===== config.mk =====
export PLATFORM = sky130hd
export DESIGN_NAME = wb_serial_bridge_flat
export DESIGN_NICKNAME = d
export VERILOG_FILES = /design/src/rtl/wb_serial_bridge_pkg.sv /design/src/rtl/wb_serial_bridge_if.sv /design/src/rtl/wb_serial_bridge.sv /design/src/flat_wrapper.sv
export SDC_FILE = /design/constraint.sdc
export NUM_CORES = 1
export LEC_CHECK = 0
export CAP_MARGIN = 20
export CORE_ASPECT_RATIO = 1.25
export CORE_UTILIZATION = 40
export CTS_BUF_LIST = sky130_fd_sc_hd__clkbuf_8
export CTS_CLUSTER_SIZE = 40
export DETAILED_ROUTE_END_ITERATION = 8
export GPL_TIMING_DRIVEN = 0
export PLACE_DENSITY_LB_ADDON = 0.12
export SYNTH_ARGS = -nofsm -noshare
export SYNTH_HDL_FRONTEND = slang
export SYNTH_SLANG_ARGS = --single-unit
export TNS_END_PERCENT = 30

===== constraint.sdc =====
create_clock -name clk_i -period 1.85 [get_ports clk_i]
set_input_delay 0.4625 -clock clk_i [delete_from_list [all_inputs] [get_ports clk_i]]
set_output_delay 0.4625 -clock clk_i [all_outputs]
set_load 0.01 [all_outputs]

===== src/rtl/wb_serial_bridge_pkg.sv =====
// rtl/wb_serial_bridge_pkg.sv - shared state type and byte codes for the serial-to-Wishbone bridge
package wb_serial_bridge_pkg;

  typedef enum logic [2:0] {
    ST_IDLE,
    ST_ADDR,
    ST_DATA,
    ST_BUS,
    ST_RESP
  } state_e;

  localparam int unsigned DEFAULT_TIMEOUT = 1024;
  localparam logic [7:0]  CMD_READ        = 8'h52;
  localparam logic [7:0]  CMD_WRITE       = 8'h57;
  localparam logic [7:0]  RSP_ACK         = 8'h06;
  localparam logic [7:0]  RSP_NAK         = 8'h15;

endpackage


===== src/rtl/wb_serial_bridge_if.sv =====
// rtl/wb_serial_bridge_if.sv - Wishbone-style single-word bus between the bridge and the arbiter
interface wb_serial_bridge_if;

  logic [31:0] adr_o;
  logic [31:0] dat_o;
  logic [31:0] dat_i;
  logic        we_o;
  logic [3:0]  sel_o;
  logic        cyc_o;
  logic        stb_o;
  logic        ack_i;

  modport master (
    output adr_o, dat_o, we_o, sel_o, cyc_o, stb_o,
    input  dat_i, ack_i
  );

  modport slave (
    input  adr_o, dat_o, we_o, sel_o, cyc_o, stb_o,
    output dat_i, ack_i
  );

endinterface


===== src/rtl/wb_serial_bridge.sv =====
// rtl/wb_serial_bridge.sv - byte-stream command parser that issues one Wishbone word access per command
module wb_serial_bridge #(
  parameter int unsigned TIMEOUT   = wb_serial_bridge_pkg::DEFAULT_TIMEOUT,
  parameter logic [7:0]  CMD_READ  = wb_serial_bridge_pkg::CMD_READ,
  parameter logic [7:0]  CMD_WRITE = wb_serial_bridge_pkg::CMD_WRITE
) (
  input  logic               clk_i,
  input  logic               rst_i,
  input  logic [7:0]         rx_data,
  input  logic               rx_valid,
  output logic [7:0]         tx_data,
  output logic               tx_valid,
  input  logic               tx_ready,
  output logic               busy,
  output logic               overrun,
  wb_serial_bridge_if.master wb
);
  import wb_serial_bridge_pkg::*;

  localparam int TW = $clog2(TIMEOUT);
  localparam logic [TW-1:0] TMO_LAST = TW'(TIMEOUT - 1);

  state_e        state_q, state_d;
  logic          is_wr_q, is_wr_d;
  logic [1:0]    cnt_q, cnt_d;
  logic [TW-1:0] tmo_q, tmo_d;
  logic [23:0]   shift_q, shift_d;
  logic [29:0]   adr_q, adr_d;
  logic [31:0]   dat_q, dat_d;
  logic [23:0]   resp_q, resp_d;
  logic          cyc_q, cyc_d;
  logic          we_q, we_d;
  logic          tx_valid_q, tx_valid_d;
  logic [7:0]    tx_data_q, tx_data_d;
  logic          overrun_q, overrun_d;

  always_ff @(posedge clk_i) begin
    if (rst_i) begin
      state_q    <= ST_IDLE;
      is_wr_q    <= 1'b0;
      cnt_q      <= '0;
      tmo_q      <= '0;
      shift_q    <= '0;
      adr_q      <= '0;
      dat_q      <= '0;
      resp_q     <= '0;
      cyc_q      <= 1'b0;
      we_q       <= 1'b0;
      tx_valid_q <= 1'b0;
      tx_data_q  <= '0;
      overrun_q  <= 1'b0;
    end else begin
      state_q    <= state_d;
      is_wr_q    <= is_wr_d;
      cnt_q      <= cnt_d;
      tmo_q      <= tmo_d;
      shift_q    <= shift_d;
      adr_q      <= adr_d;
      dat_q      <= dat_d;
      resp_q     <= resp_d;
      cyc_q      <= cyc_d;
      we_q       <= we_d;
      tx_valid_q <= tx_valid_d;
      tx_data_q  <= tx_data_d;
      overrun_q  <= overrun_d;
    end
  end

  always_comb begin
    state_d    = state_q;
    is_wr_d    = is_wr_q;
    cnt_d      = cnt_q;
    tmo_d      = tmo_q;
    shift_d    = shift_q;
    adr_d      = adr_q;
    dat_d      = dat_q;
    resp_d     = resp_q;
    cyc_d      = cyc_q;
    we_d       = we_q;
    tx_valid_d = tx_valid_q;
    tx_data_d  = tx_data_q;
    overrun_d  = 1'b0;

    unique case (state_q)
      ST_IDLE: begin
        if (rx_valid && (rx_data == CMD_READ || rx_data == CMD_WRITE)) begin
          is_wr_d = (rx_data == CMD_WRITE);
          cnt_d   = '0;
          state_d = ST_ADDR;
        end
      end

      // The first three bytes collect in shift_q; the address only updates
      // once complete, so adr_o never shows a partial or unaligned value.
      ST_ADDR: begin
        if (rx_valid) begin
          shift_d = {shift_q[15:0], rx_data};
          cnt_d   = cnt_q + 2'd1;
          if (cnt_q == 2'd3) begin
            adr_d = {shift_q, rx_data[7:2]};
            if (is_wr_q) begin
              state_d = ST_DATA;
            end else begin
              state_d = ST_BUS;
              cyc_d   = 1'b1;
              we_d    = 1'b0;
              tmo_d   = '0;
            end
          end
        end
      end

      ST_DATA: begin
        if (rx_valid) begin
          shift_d = {shift_q[15:0], rx_data};
          cnt_d   = cnt_q + 2'd1;
          if (cnt_q == 2'd3) begin
            dat_d   = {shift_q, rx_data};
            state_d = ST_BUS;
            cyc_d   = 1'b1;
            we_d    = 1'b1;
            tmo_d   = '0;
          end
        end
      end

      // ack wins over an expiring timeout in the same cycle.
      ST_BUS: begin
        overrun_d = rx_valid;
        if (wb.ack_i) begin
          cyc_d      = 1'b0;
          we_d       = 1'b0;
          state_d    = ST_RESP;
          tx_valid_d = 1'b1;
          if (is_wr_q) begin
            tx_data_d = RSP_ACK;
            cnt_d     = 2'd0;
          end else begin
            tx_data_d = wb.dat_i[31:24];
            resp_d    = wb.dat_i[23:0];
            cnt_d     = 2'd3;
          end
        end else if (tmo_q == TMO_LAST) begin
          cyc_d      = 1'b0;
          we_d       = 1'b0;
          state_d    = ST_RESP;
          tx_valid_d = 1'b1;
          tx_data_d  = RSP_NAK;
          cnt_d      = 2'd0;
        end else begin
          tmo_d = tmo_q + 1'b1;
        end
      end

      // cnt_q counts the bytes still to send after the one on tx_data.
      ST_RESP: begin
        overrun_d = rx_valid;
        if (tx_ready) begin
          if (cnt_q == 2'd0) begin
            tx_valid_d = 1'b0;
            state_d    = ST_IDLE;
          end else begin
            tx_data_d = resp_q[23:16];
            resp_d    = {resp_q[15:0], 8'h00};
            cnt_d     = cnt_q - 2'd1;
          end
        end
      end

      default: state_d = ST_IDLE;
    endcase
  end

  assign wb.adr_o = {adr_q, 2'b00};
  assign wb.dat_o = dat_q;
  assign wb.we_o  = we_q;
  assign wb.cyc_o = cyc_q;
  assign wb.stb_o = cyc_q;
  assign wb.sel_o = {4{cyc_q}};

  assign tx_data  = tx_data_q;
  assign tx_valid = tx_valid_q;
  assign overrun  = overrun_q;
  assign busy     = (state_q != ST_IDLE);

endmodule


===== src/flat_wrapper.sv =====
// flat-port wrapper written by rule: the top's interface ports become plain ports
module wb_serial_bridge_flat import wb_serial_bridge_pkg::*;
#(
  parameter int unsigned TIMEOUT   = wb_serial_bridge_pkg::DEFAULT_TIMEOUT,
  parameter logic [7:0]  CMD_READ  = wb_serial_bridge_pkg::CMD_READ,
  parameter logic [7:0]  CMD_WRITE = wb_serial_bridge_pkg::CMD_WRITE
)
  (clk_i, rst_i, rx_data, rx_valid, tx_data, tx_valid, tx_ready, busy, overrun, wb_adr_o, wb_dat_o, wb_we_o, wb_sel_o, wb_cyc_o, wb_stb_o, wb_dat_i, wb_ack_i);
  wb_serial_bridge_if wb_i ();
  input  logic clk_i;
  input  logic rst_i;
  input  logic [7:0] rx_data;
  input  logic rx_valid;
  output logic [7:0] tx_data;
  output logic tx_valid;
  input  logic tx_ready;
  output logic busy;
  output logic overrun;
  output wire logic [$bits(wb_i.adr_o)-1:0] wb_adr_o;
  output wire logic [$bits(wb_i.dat_o)-1:0] wb_dat_o;
  output wire logic [$bits(wb_i.we_o)-1:0] wb_we_o;
  output wire logic [$bits(wb_i.sel_o)-1:0] wb_sel_o;
  output wire logic [$bits(wb_i.cyc_o)-1:0] wb_cyc_o;
  output wire logic [$bits(wb_i.stb_o)-1:0] wb_stb_o;
  input wire logic [$bits(wb_i.dat_i)-1:0] wb_dat_i;
  input wire logic [$bits(wb_i.ack_i)-1:0] wb_ack_i;
  assign wb_adr_o = wb_i.adr_o;
  assign wb_dat_o = wb_i.dat_o;
  assign wb_we_o = wb_i.we_o;
  assign wb_sel_o = wb_i.sel_o;
  assign wb_cyc_o = wb_i.cyc_o;
  assign wb_stb_o = wb_i.stb_o;
  assign wb_i.dat_i = wb_dat_i;
  assign wb_i.ack_i = wb_ack_i;
  wb_serial_bridge #(.TIMEOUT(TIMEOUT), .CMD_READ(CMD_READ), .CMD_WRITE(CMD_WRITE)) u_core (.clk_i(clk_i), .rst_i(rst_i), .rx_data(rx_data), .rx_valid(rx_valid), .tx_data(tx_data), .tx_valid(tx_valid), .tx_ready(tx_ready), .busy(busy), .overrun(overrun), .wb(wb_i));
endmodule

# Word level (Yosys, flattened, before mapping)

Index checks and enable logic that the tools add are counted.

Flip-flop bits (word level): 138
Input port bits: 45
Word-level logic and storage cells: 117

Add/sub/neg operators: 3
Equality and inequality tests: 23
Multiplexer cells: 55
Bitwise logic cells: 1
Reductions and logical operators: 22

Operators by type and width:

| cell                                          | count |
|---|---|
| two-way mux 24 bit                            | 4 |
| two-way mux 10 bit                            | 7 |
| one-hot mux 24 bit (2 select lines)           | 1 |
| two-way mux 8 bit                             | 5 |
| one-hot mux 10 bit (3 select lines)           | 1 |
| two-way mux 3 bit                             | 9 |
| != test 2 bit, second input constant          | 9 |
| == test 8 x 7 -> 1 bit, second input constant | 2 |
| one-hot mux 8 bit (2 select lines)            | 1 |
| AND reduction 8 bit                           | 2 |
| two-way mux 1 bit                             | 15 |
| one-hot mux 3 bit (5 select lines)            | 1 |
| two-way mux 2 bit                             | 7 |
| adder 10 x 1 -> 10 bit, second input constant | 1 |
| == test 10 bit, second input constant         | 1 |
| != test 2 x 1 -> 1 bit, second input constant | 5 |
| one-hot mux 2 bit (4 select lines)            | 1 |
| AND reduction 4 bit                           | 2 |
| AND reduction 7 bit                           | 1 |
| == test 3 x 2 -> 1 bit, second input constant | 2 |
| one-hot mux 1 bit (3 select lines)            | 2 |
| AND reduction 3 bit                           | 2 |
| AND reduction 6 bit                           | 1 |
| nonzero test 3 bit                            | 2 |
| 17 further kinds                              | 20 |

# Depth between registers and ports, before layout

Gate-level depths: netlist of the first run.

Depth in word-level cells: 5
Mapped depth: 8

# Worst setup path before layout of the first run

No wires, ideal clock.

Kind: register to register
Start point: reg u_core.tmo_q[0]
End point: reg u_core.cnt_q[0]
Library setup time: 0.116 ns
Arrival time: 1.757 ns
Required time: 1.734 ns
Setup slack: -0.023 ns
Cell stages (with the launch flop): 8
Clock period less this slack: 1.873 ns
Cells stage by stage: dfxtp_1 -> ha_1 -> and3_1 -> buf_2 -> a31o_2 -> nor2_1 -> or4_1 -> o211a_1

Longest elaborated chain between the ends: 3

RTL lines:

| what                                    | RTL line                | RTL |
|---|---|---|
| start, declared                         | wb_serial_bridge.sv:26  | `logic [TW-1:0] tmo_q, tmo_d;` |
| start signal, assigned                  | wb_serial_bridge.sv:56  | `tmo_q <= tmo_d;` |
| == test 10 bit                          | wb_serial_bridge.sv:143 | `end else if (tmo_q == TMO_LAST) begin` |
| != test 3 x 2 -> 1 bit (no source line) | n/a                     |  |
| AND reduction 6 bit (no source line)    | n/a                     |  |
| end signal, assigned                    | wb_serial_bridge.sv:55  | `cnt_q <= cnt_d;` |
| end, declared                           | wb_serial_bridge.sv:25  | `logic [1:0] cnt_q, cnt_d;` |

Every way passes these cells.
A chain may end at the register's enable or synchronous reset.

# Final worst setup path of the first run

Start point: reg u_core.cnt_q[1]
End point: reg u_core.tmo_q[5]

Longest elaborated chain between the ends: 3
Elaborated cells between the ends (all ways): 4
Those cells by class: 3 x eq/ne; 1 x reduce/logical

RTL lines:

| what                                     | RTL line |
|---|---|
| == test 2 bit (*)                        | wb_serial_bridge.sv:99, wb_serial_bridge.sv:117 |
| != test 2 x 1 -> 1 bit (no source line)  | n/a |
| AND reduction 8 bit (no source line) (*) | n/a |

Every way passes the cells marked *; elsewhere a longest branch is shown, timed or not.

==> results of run 1 <==
[what timing repair did]
item,CTS,global route
setup endpoints to repair,119,132
pin swaps,6,10
buffers inserted,9,10
resized for setup,53,63
gates cloned,0,1
[flip-flops by register name, indices dropped and copies added, names as in the netlist]
register         count
u_core.tmo_q        10
u_core.is_wr_q       1
u_core.tx_valid      1
u_core.tx_data       8
u_core.resp_q       24
u_core.wb.dat_o     32
u_core.cnt_q         2
u_core.state_q       3
u_core.overrun       1
u_core.wb.we_o       1
u_core.adr_q        30
u_core.shift_q      24
u_core.wb.cyc_o      1
[worst register-to-register path, cell delays in order, from the launching register on]
cell and delay, ns:
dfxtp_2 0.43, nand3_4 0.13, o311ai_4 0.35, o211ai_2 0.18
or4b_1 0.53, o22ai_1 0.15
[cells by family after synthesis]
| logic type | Yosys count | share of synthesized area |
|---|---|---|
| mux | 2 | 0.00374 |
| simple gates | 335 | 0.252 |
| fa+ha+maj | 1 | 0.00220 |
| xor+xnor | 2 | 0.00308 |
| compound gates | 180 | 0.197 |
| buf+inv | 67 | 0.0548 |
| flops | 138 | 0.486 |
| other cells | 1 | 0.000660 |
[through the flow]
step | util | worst slack (ns) | cell area (um2) | TNS (ns) | std cells
after CTS | 0.556 | -0.0419 | 7680 | -0.0604 | 1065
after global placement | 0.516 | -0.786 | 7130 | -58.29 | 1024
after detailed placement | 0.516 | -0.801 | 7130 | -62.14 | 1024
after floorplan | - | 0.000664 | 5690 | 0 | 727
final | 0.570 | 0.00755 | 7880 | 0 | 1074
after global routing | 0.570 | -0.0894 | 7880 | -1.11 | 1074
[synth_stat cells (4+ instances only)]
master,n
clkbuf_1,32
buf_2,15
inv_1,5
nand3_1,23
buf_4,11
o211ai_1,7
dfxtp_1,138
a311oi_1,22
nor3_1,7
nand4_1,4
nand2b_1,6
nand2_1,237
o21ai_0,9
a21oi_1,113
nor2_1,35
[final timing paths]
check	slack, ns	endpoint	start
setup / recovery	0.008	u_core.tmo_q[5]	u_core.cnt_q[1]
hold / removal	0.39	u_core.tx_valid	tx_ready
setup reg to reg	0.008	u_core.tmo_q[5]	u_core.cnt_q[1]
hold reg to reg	0.45	u_core.adr_q[16]	u_core.adr_q[16]
[routing by layer]
metal  up-vias  global-route usage  routed length, um
met5         -                   0                  0
met4         0               0.106                400
met3        29              0.0553                983
met2       187               0.422               8940
met1      2635               0.272               6900
li1       2800                   -                  -
[final cells by class]
type	instances	share of cell area
Tap cell	175	0.0278
Buffer	59	0.0416
Sequential cell	138	0.353
Clock inverter	14	0.0172
Multi-Input combinational cell	522	0.348
Clock buffer	18	0.0315
Inverter	6	0.00334
Timing Repair Buffer	142	0.178
[power breakdown]
| group | internal, mW | leakage (nW) | switching, mW |
|---|---|---|---|
| Clock | 1.21 | 0.204 | 1.17 |
| Combinational | 0.106 | 1.90 | 0.128 |
| Sequential | 2.97 | 1.12 | 0.00122 |
==> metrics.md, run 1 <==
| Metric | Value |
|---|---|
| Worst-path clk slew | `0.07 ns` |
| Routed Antenna Nets | `0` |
| Grt total ovfl | `0` |
| RSZ-0062 raised after global routing | `yes` |
| Sink Count | `138` |
| Setup-failing EPs final | `0` |
| Worst skew pair latency | `0.46 ns` |
| Vias per inst | `5.26` |
| Share of cells above drive strength 1 | `0.129` |
| Async set-reset flop share out of synthesis | `0` |
| Global-route wire length before repair | `26.9 mm` |
| CTS tree | `built` |
| HPWL after detailed placement | `12.3 mm` |
| Startpoint types | `flip-flop` |
| Worst path depth | `5` |
| Max-Cap Viols | `0` |
| DIE AREA | `14700 um2` |
| Layout Skew | `0.0114 ns` |
| Cell Area, Synth | `5680 um2` |
| Initial antenna violation count | `0` |
| CTS Hold Bufs | `0` |
| Diode count | `0` |
| Hold Path Class | `in -> reg` |
| Largest net degree at the start of global routing | `17` |
| Slowest Stage Delay on Critical Path | `0.53 ns` |
| Peak VDD IR | `0.000533 V` |
| Via count | `5651` |
| CTS Buf Count | `17` |
| # DRC | `0` |
| Post-synth cell types | `62` |
| Critical Path RT | `2.23 ns` |
| Drt first pass iters | `5` |
| WP data arrival | `2.23 ns` |
| Hold WS | `0.386 ns` |
| Die W | `109 um` |
| Crit path max-delay family | `compound AO/OA/AOI/OAI gates` |
| Leading area contributor after synthesis | `dfxtp_1` |
| Highest clock rate | `543 MHz` |
| Setup Crit Path Kind | `reg -> reg` |
| FF+latch count, synth | `138` |
| Vias in the first global route | `5456` |
| Crit share post-route | `0.996` |
| Hold path cells | `2` |
| Area of the multi-input gates | `2740 um2` |
| Row cnt | `48` |
| Synth warn | `0` |
| Power Total | `5.58 mW` |
| Final Net Count | `932` |
| RePlAce Congestion | `0.856` |
| Pleak | `3.22 nW` |
| 1st-iter DRT viols | `300` |
| H-tree levels | `4` |
| Count of pins over their slew limit | `0` |
| Area contributors post-synth | `dfxtp_1, nand2_1, a21oi_1` |
| Critical Path Slowest Stage Cell | `or4b_1` |
| Number of I/O port buffers | `122` |
| Top Ports | `127` |
| R2R cell count | `5` |
| DR WL/cell | `16.0 um` |
| CTS max path bufs | `2` |
| Initial core utilization | `0.411` |
| Most common cell after layout, fill and taps aside | `nand2_1` |
| Most frequent cells in the layout | `nand2_1, dfxtp_1, a21oi_1` |
| EDFF count, synth | `0` |
| Top fanout value on the critical path | `7` |
| Post-synthesis sequential area ratio | `0.486` |
| CP cell instances | `nand3_4 -> o311ai_4 -> o211ai_2 -> or4b_1 -> o22ai_1` |
| Final Hold Viols | `0` |
| Ys flop type | `dfxtp_1` |
| Final wirelength | `17.2 mm` |
| Pwr per Cell Area | `709 nW/um2` |
| Mapped Cells | `726` |
| Status | `finished clean` |
| Root Buffer | `clkbuf_8` |
| Core ar. | `13800 um2` |
| Critical path endpoint category | `flip-flop` |
| CP Buf/Inv Count | `0` |
| Syn_area_per_cell | `7.82 um2` |
| Die height | `135 um` |
| Filler cells | `1305` |
| GRT Total Usage | `0.239` |
| Storage cell area | `2780 um2` |
| Area delta synth->final | `38.6%` |
| Yosys top cell area share | `0.486` |
| Worst-Margin Slew | `0.664 ns` |
| Normalized max-slew margin | `0.558` |
| Min Tclk post-route | `1.84 ns` |
(Power assumes the default switching activity.)
==> inputs of run 2 (changes only) <==
--- a/config.mk
+++ b/config.mk
@@ -5,14 +5,14 @@
 export SDC_FILE = /design/constraint.sdc
 export NUM_CORES = 1
 export LEC_CHECK = 0
-export CAP_MARGIN = 20
+export ABC_CLOCK_PERIOD_IN_PS = 1850
 export CORE_ASPECT_RATIO = 1.25
 export CORE_UTILIZATION = 40
 export CTS_BUF_LIST = sky130_fd_sc_hd__clkbuf_8
 export CTS_CLUSTER_SIZE = 40
 export DETAILED_ROUTE_END_ITERATION = 8
 export GPL_TIMING_DRIVEN = 0
-export PLACE_DENSITY_LB_ADDON = 0.12
+export PLACE_DENSITY = 0.68
 export SYNTH_ARGS = -nofsm -noshare
 export SYNTH_HDL_FRONTEND = slang
 export SYNTH_SLANG_ARGS = --single-unit
==> run 2 against run 1 <==
The flow now finishes with violations (setup timing). Cell count shrank 0.28%. Clock-buffer cell count rose by 1. Core utilization increased by 0.17 points. Clock power is 6% higher. Sequential power is essentially flat. Highest routed layer unchanged. Design area is 0.30% higher. Worst setup slack got worse by 0.040 ns. Via count decreased by 0.18%. Fmax is 2.1% lower. Register-to-register slack is essentially flat. Non-clock buffer count down 3. Hold slack improved by 0.030 ns.
==> metrics.md, run 2 (same netlist as run 1, synthesis figures left out) <==
| Metric | Value |
|---|---|
| Highest clock rate | `531 MHz` |
| CTS tree | `built` |
| Worst-path clk slew | `0.08 ns` |
| DIE AREA | `14700 um2` |
| Final Net Count | `929` |
| Max-Cap Viols | `0` |
| Global-route wire length before repair | `26.2 mm` |
| Number of I/O port buffers | `122` |
| Pleak | `3.38 nW` |
| Critical path endpoint category | `flip-flop` |
| Layout Cells excl Fill | `1071` |
| Min Tclk post-route | `1.88 ns` |
| Filler cells | `1331` |
| DR WL/cell | `15.6 um` |
| HPWL after detailed placement | `11.5 mm` |
| Via count | `5641` |
| Clock power frac | `0.441` |
| Crit share post-route | `1.02` |
| Dpl cells | `1024` |
| Peak VDD IR | `0.000455 V` |
| Hold wc startpoint | `wb_ack_i` |
| Worst-Margin Slew | `0.774 ns` |
| Most common cell after layout, fill and taps aside | `nand2_1` |
| WP data arrival | `2.24 ns` |
| Sink Count | `138` |
| Row cnt | `48` |
| Sw frac | `0.241` |
| Hold Path Class | `in -> reg` |
| Top fanout value on the critical path | `3` |
| Status | `finished, violations left` |
| Crit. Startpoint | `rx_data[1]` |
| Setup ws final | `-0.0321 ns` |
| Seq pwr share | `0.518` |
| RePlAce Congestion | `0.864` |
| Critical Path RT | `2.21 ns` |
| Vias in the first global route | `5235` |
| Grt total ovfl | `0` |
| Die W | `109 um` |
| R2r setup slk | `0 ns` |
| Startpoint types | `input port` |
| GRT Total Usage | `0.231` |
| Share of cells above drive strength 1 | `0.136` |
| CTS Buf Count | `17` |
| Count of pins over their slew limit | `0` |
| Max FFs per register | `32` |
| Layout Skew | `0.00665 ns` |
| Initial core utilization | `0.411` |
| Diode count | `0` |
| Pwr per Cell Area | `725 nW/um2` |
| Setup Crit Path Kind | `in -> reg` |
| Final wirelength | `16.7 mm` |
| Root Buffer | `clkbuf_8` |
| # DRC | `0` |
| 1st-iter DRT viols | `266` |
| RSZ-0062 raised after global routing | `yes` |
| Worst skew pair latency | `0.46 ns` |
| Psw | `1.38 mW` |
| H-tree levels | `4` |
| P_int | `4.35 mW` |
| Pre-CTS WS | `-0.721 ns` |
| Top Ports | `127` |
| FF-to-FF Start | `u_core.state_q[1]` |
| Setup-failing EPs final | `2` |
| Largest net degree at the start of global routing | `17` |
| Die height | `135 um` |
| Vias per inst | `5.27` |
| Final Hold Viols | `0` |
| Initial antenna violation count | `0` |
| Normalized max-slew margin | `0.482` |
| Violated checks | `setup timing` |
| Core ar. | `13800 um2` |
| Most frequent cells in the layout | `nand2_1, dfxtp_1, a21oi_1` |
| Area delta synth->final | `39.1%` |
| Routed Antenna Nets | `0` |
| CTS max path bufs | `2` |
| Drt first pass iters | `5` |
| Comb power frac | `0.041` |
==> run 2: metal layers <==
layer  vias up  wire length (um)  global-route usage
met5         -                 0                   0
met1      2648              7220               0.282
met4         0               346              0.0923
li1       2794                 -                   -
met2       173              8190               0.389
met3        26               934              0.0563
==> run 2: per-stage QoR <==
step | cell area [um2] | power, mW | hold slack [ns] | util | TNS (ns)
2_1_floorplan | 5690 | 3.12 | 0.432 | - | 0
3_3_place_gp | 7130 | 3.26 | 0.440 | 0.516 | -51.68
3_5_place_dp | 7130 | 3.26 | 0.446 | 0.516 | -53.02
4_1_cts | 7730 | 5.74 | 0.402 | 0.559 | -0.0712
5_1_grt | 7900 | 5.89 | 0.439 | 0.572 | -0.433
6_report | 7900 | 5.73 | 0.416 | 0.572 | -0.0507
==> run 2: timing repair <==
action                                  in CTS  in global routing
gates resized for setup                     53                 80
pin swaps                                    7                  5
endpoints found under the setup margin     119                157
setup buffers                               14                  2
hold buffers                                 0                  0
==> run 2: worst paths after layout <==
kind	endpoint	cells after the start
hold / removal	u_core.tx_data[1]	3
setup reg to reg	u_core.cnt_q[0]	7
setup / recovery	u_core.cnt_q[0]	6
hold reg to reg	u_core.adr_q[3]	2
==> run 2: critical path, stage by stage <==
cell and delay, ns:
clkdlybuf4s50_1 0.54, and4b_1 0.26, nand3_1 0.11, a22o_1 0.26, or4_1 0.47, o211a_1 0.14
==> run 2: cell type report <==
type / instances / area [um2] / area share
tap: 175 / 219 / 0.0277
multi-input combinational: 522 / 2730 / 0.346
sequential: 138 / 2780 / 0.352
buffer: 60 / 332 / 0.0420
timing repair buffer: 138 / 1410 / 0.178
inverter: 6 / 22.5 / 0.00285
clock inverter: 13 / 144 / 0.0182
clock buffer: 19 / 262 / 0.0331
==> run 2: power groups by stage <==
stage	sequential (mW)	clock (mW)	combinational (mW)
global route	2.97	2.67	0.247
detailed placement	3.04	0	0.223
CTS	2.97	2.55	0.227
global placement	3.04	0	0.224
finish	2.97	2.53	0.233
floorplan	3.04	0	0.0794
==> inputs of run 3 (changes only) <==
--- a/config.mk
+++ b/config.mk
@@ -7,6 +7,7 @@
 export LEC_CHECK = 0
 export ABC_CLOCK_PERIOD_IN_PS = 1850
 export CORE_ASPECT_RATIO = 1.25
+export CORE_MARGIN = 2
 export CORE_UTILIZATION = 40
 export CTS_BUF_LIST = sky130_fd_sc_hd__clkbuf_8
 export CTS_CLUSTER_SIZE = 40
==> run 3 against run 2 <==
The run still ends with setup timing left. Clock-buffer cell count up 2. Hold slack worse by 0.066 ns. Combinational power about the same. Die area up 3.3%. Sequential share of layout area down 0.31 points. Critical path type is now reg -> out. Largest cell class unchanged. Largest power group unchanged. Non-clock buffer count up 6.
==> metrics.md, run 3 (same netlist as run 1, synthesis figures left out) <==
| Metric | Value |
|---|---|
| Worst-path clk slew | `0.07 ns` |
| Global-route wire length before repair | `26.2 mm` |
| DIE AREA | `15200 um2` |
| Count of pins over their slew limit | `0` |
| Hold Path Class | `in -> reg` |
| Die W | `111 um` |
| Final Net Count | `935` |
| Share of cells above drive strength 1 | `0.139` |
| Layout Skew | `0.00754 ns` |
| Hold WS | `0.350 ns` |
| H-tree levels | `4` |
| HPWL after detailed placement | `11.7 mm` |
| Filler cells | `1277` |
| Crit. Startpoint | `u_core.state_q[1]` |
| RePlAce Congestion | `0.884` |
| Setup Crit Path Kind | `reg -> out` |
| Highest clock rate | `530 MHz` |
| Violated checks | `setup timing` |
| Critical path endpoint category | `primary output` |
| Final Cell Area | `7970 um2` |
| Setup ws final | `-0.0378 ns` |
| Largest net degree at the start of global routing | `17` |
| Core ar. | `13900 um2` |
| Setup-failing EPs final | `1` |
| Normalized max-slew margin | `0.577` |
| CTS Hold Bufs | `0` |
| CTS tree | `built` |
| Vias in the first global route | `5190` |
| Worst skew pair latency | `0.45 ns` |
| Row cnt | `48` |
| GRT Total Usage | `0.216` |
| Area delta synth->final | `40.3%` |
| Worst-Margin Slew | `0.634 ns` |
| Top fanout value on the critical path | `10` |
| Via count | `5629` |
| Initial antenna violation count | `0` |
| Drt first pass iters | `5` |
| WP data arrival | `1.43 ns` |
| CTS max path bufs | `2` |
| DR WL/cell | `15.6 um` |
| Pre-CTS WS | `-0.709 ns` |
| Status | `finished, violations left` |
| Max-Cap Viols | `0` |
| Initial core utilization | `0.409` |
| Die height | `137 um` |
| Max FFs per register | `32` |
| FF-to-FF Start | `u_core.cnt_q[1]` |
| Pleak | `3.24 nW` |
| Crit share post-route | `1.02` |
| Grt total ovfl | `0` |
| Min Tclk post-route | `1.89 ns` |
| Placed cell area | `7130 um2` |
| Startpoint types | `flip-flop` |
| Top Ports | `127` |
| Final wirelength | `16.8 mm` |
| Hold wc startpoint | `rx_data[1]` |
| 1st-iter DRT viols | `255` |
| Peak VDD IR | `0.000616 V` |
| # DRC | `0` |
| Routed Antenna Nets | `0` |
| Sink Count | `138` |
| RSZ-0062 raised after global routing | `yes` |
| Critical Path RT | `1.39 ns` |
| Most frequent cells in the layout | `nand2_1, dfxtp_1, a21oi_1` |
| Final Hold Viols | `0` |
| Most common cell after layout, fill and taps aside | `nand2_1` |
| Pwr per Cell Area | `735 nW/um2` |
| Power Total | `5.85 mW` |
| Number of I/O port buffers | `122` |
| Vias per inst | `5.23` |
| Root Buffer | `clkbuf_8` |
| Diode count | `0` |
| Final core occ | `0.574` |
| CTS Buf Count | `17` |
-- run 3: layout make-up --
cell class / instances / area (um2) / area share
buffer: 59 / 333 / 0.0418
clock buffer: 21 / 289 / 0.0363
clock inverter: 11 / 144 / 0.0181
inverter: 6 / 22.5 / 0.00283
multi-input combinational: 522 / 2750 / 0.345
sequential: 138 / 2780 / 0.349
tap: 175 / 219 / 0.0275
timing repair buffer: 145 / 1430 / 0.180
-- run 3: power by group --
part | leakage [nW] | switching [mW] | total [mW] | internal [mW]
Sequential | 1.12 | 0.00118 | 2.97 | 2.97
Clock | 0.221 | 1.18 | 2.66 | 1.47
Combinational | 1.91 | 0.125 | 0.232 | 0.107
Total | 3.24 | 1.31 | 5.85 | 4.55
-- run 3: critical path, cell delays in order, from the launching register on --
cell     delay, ns
dfxtp_1       0.31
buf_6         0.13
buf_6         0.14
nor3_4        0.20
inv_2         0.07
buf_6         0.12
-- run 3: timing repair --
item	4_1_cts	5_1_grt
setup endpoints to repair	117	138
setup buffers	9	13
pin swaps	7	10
gates cloned	0	1
gates resized for setup	52	69
-- run 3: final timing paths --
| check | to | slack (ns) | depth (start not counted) |
|---|---|---|---|
| max | busy | -0.04 | 5 |
| min | u_core.wb.dat_o[1] | 0.35 | 3 |
| max reg2reg | u_core.tmo_q[5] | 0.04 | 5 |
| min reg2reg | u_core.resp_q[1] | 0.45 | 2 |
-- run 3: routing by layer --
layer	track usage	routed length [um]	vias to the layer above
met5	0	0	-
met4	0.0743	272	0
met3	0.0563	1040	26
met2	0.378	8510	186
met1	0.259	6970	2611
li1	-	-	2806
-- run 3: through the flow --
| stage | instances | TNS, ns |
|---|---|---|
| after global routing | 1077 | -0.415 |
| after global placement | 1024 | -50.42 |
| after floorplan | 727 | 0 |
| after detailed placement | 1024 | -52.93 |
| final | 1077 | -0.0378 |
| after CTS | 1065 | -0.0702 |
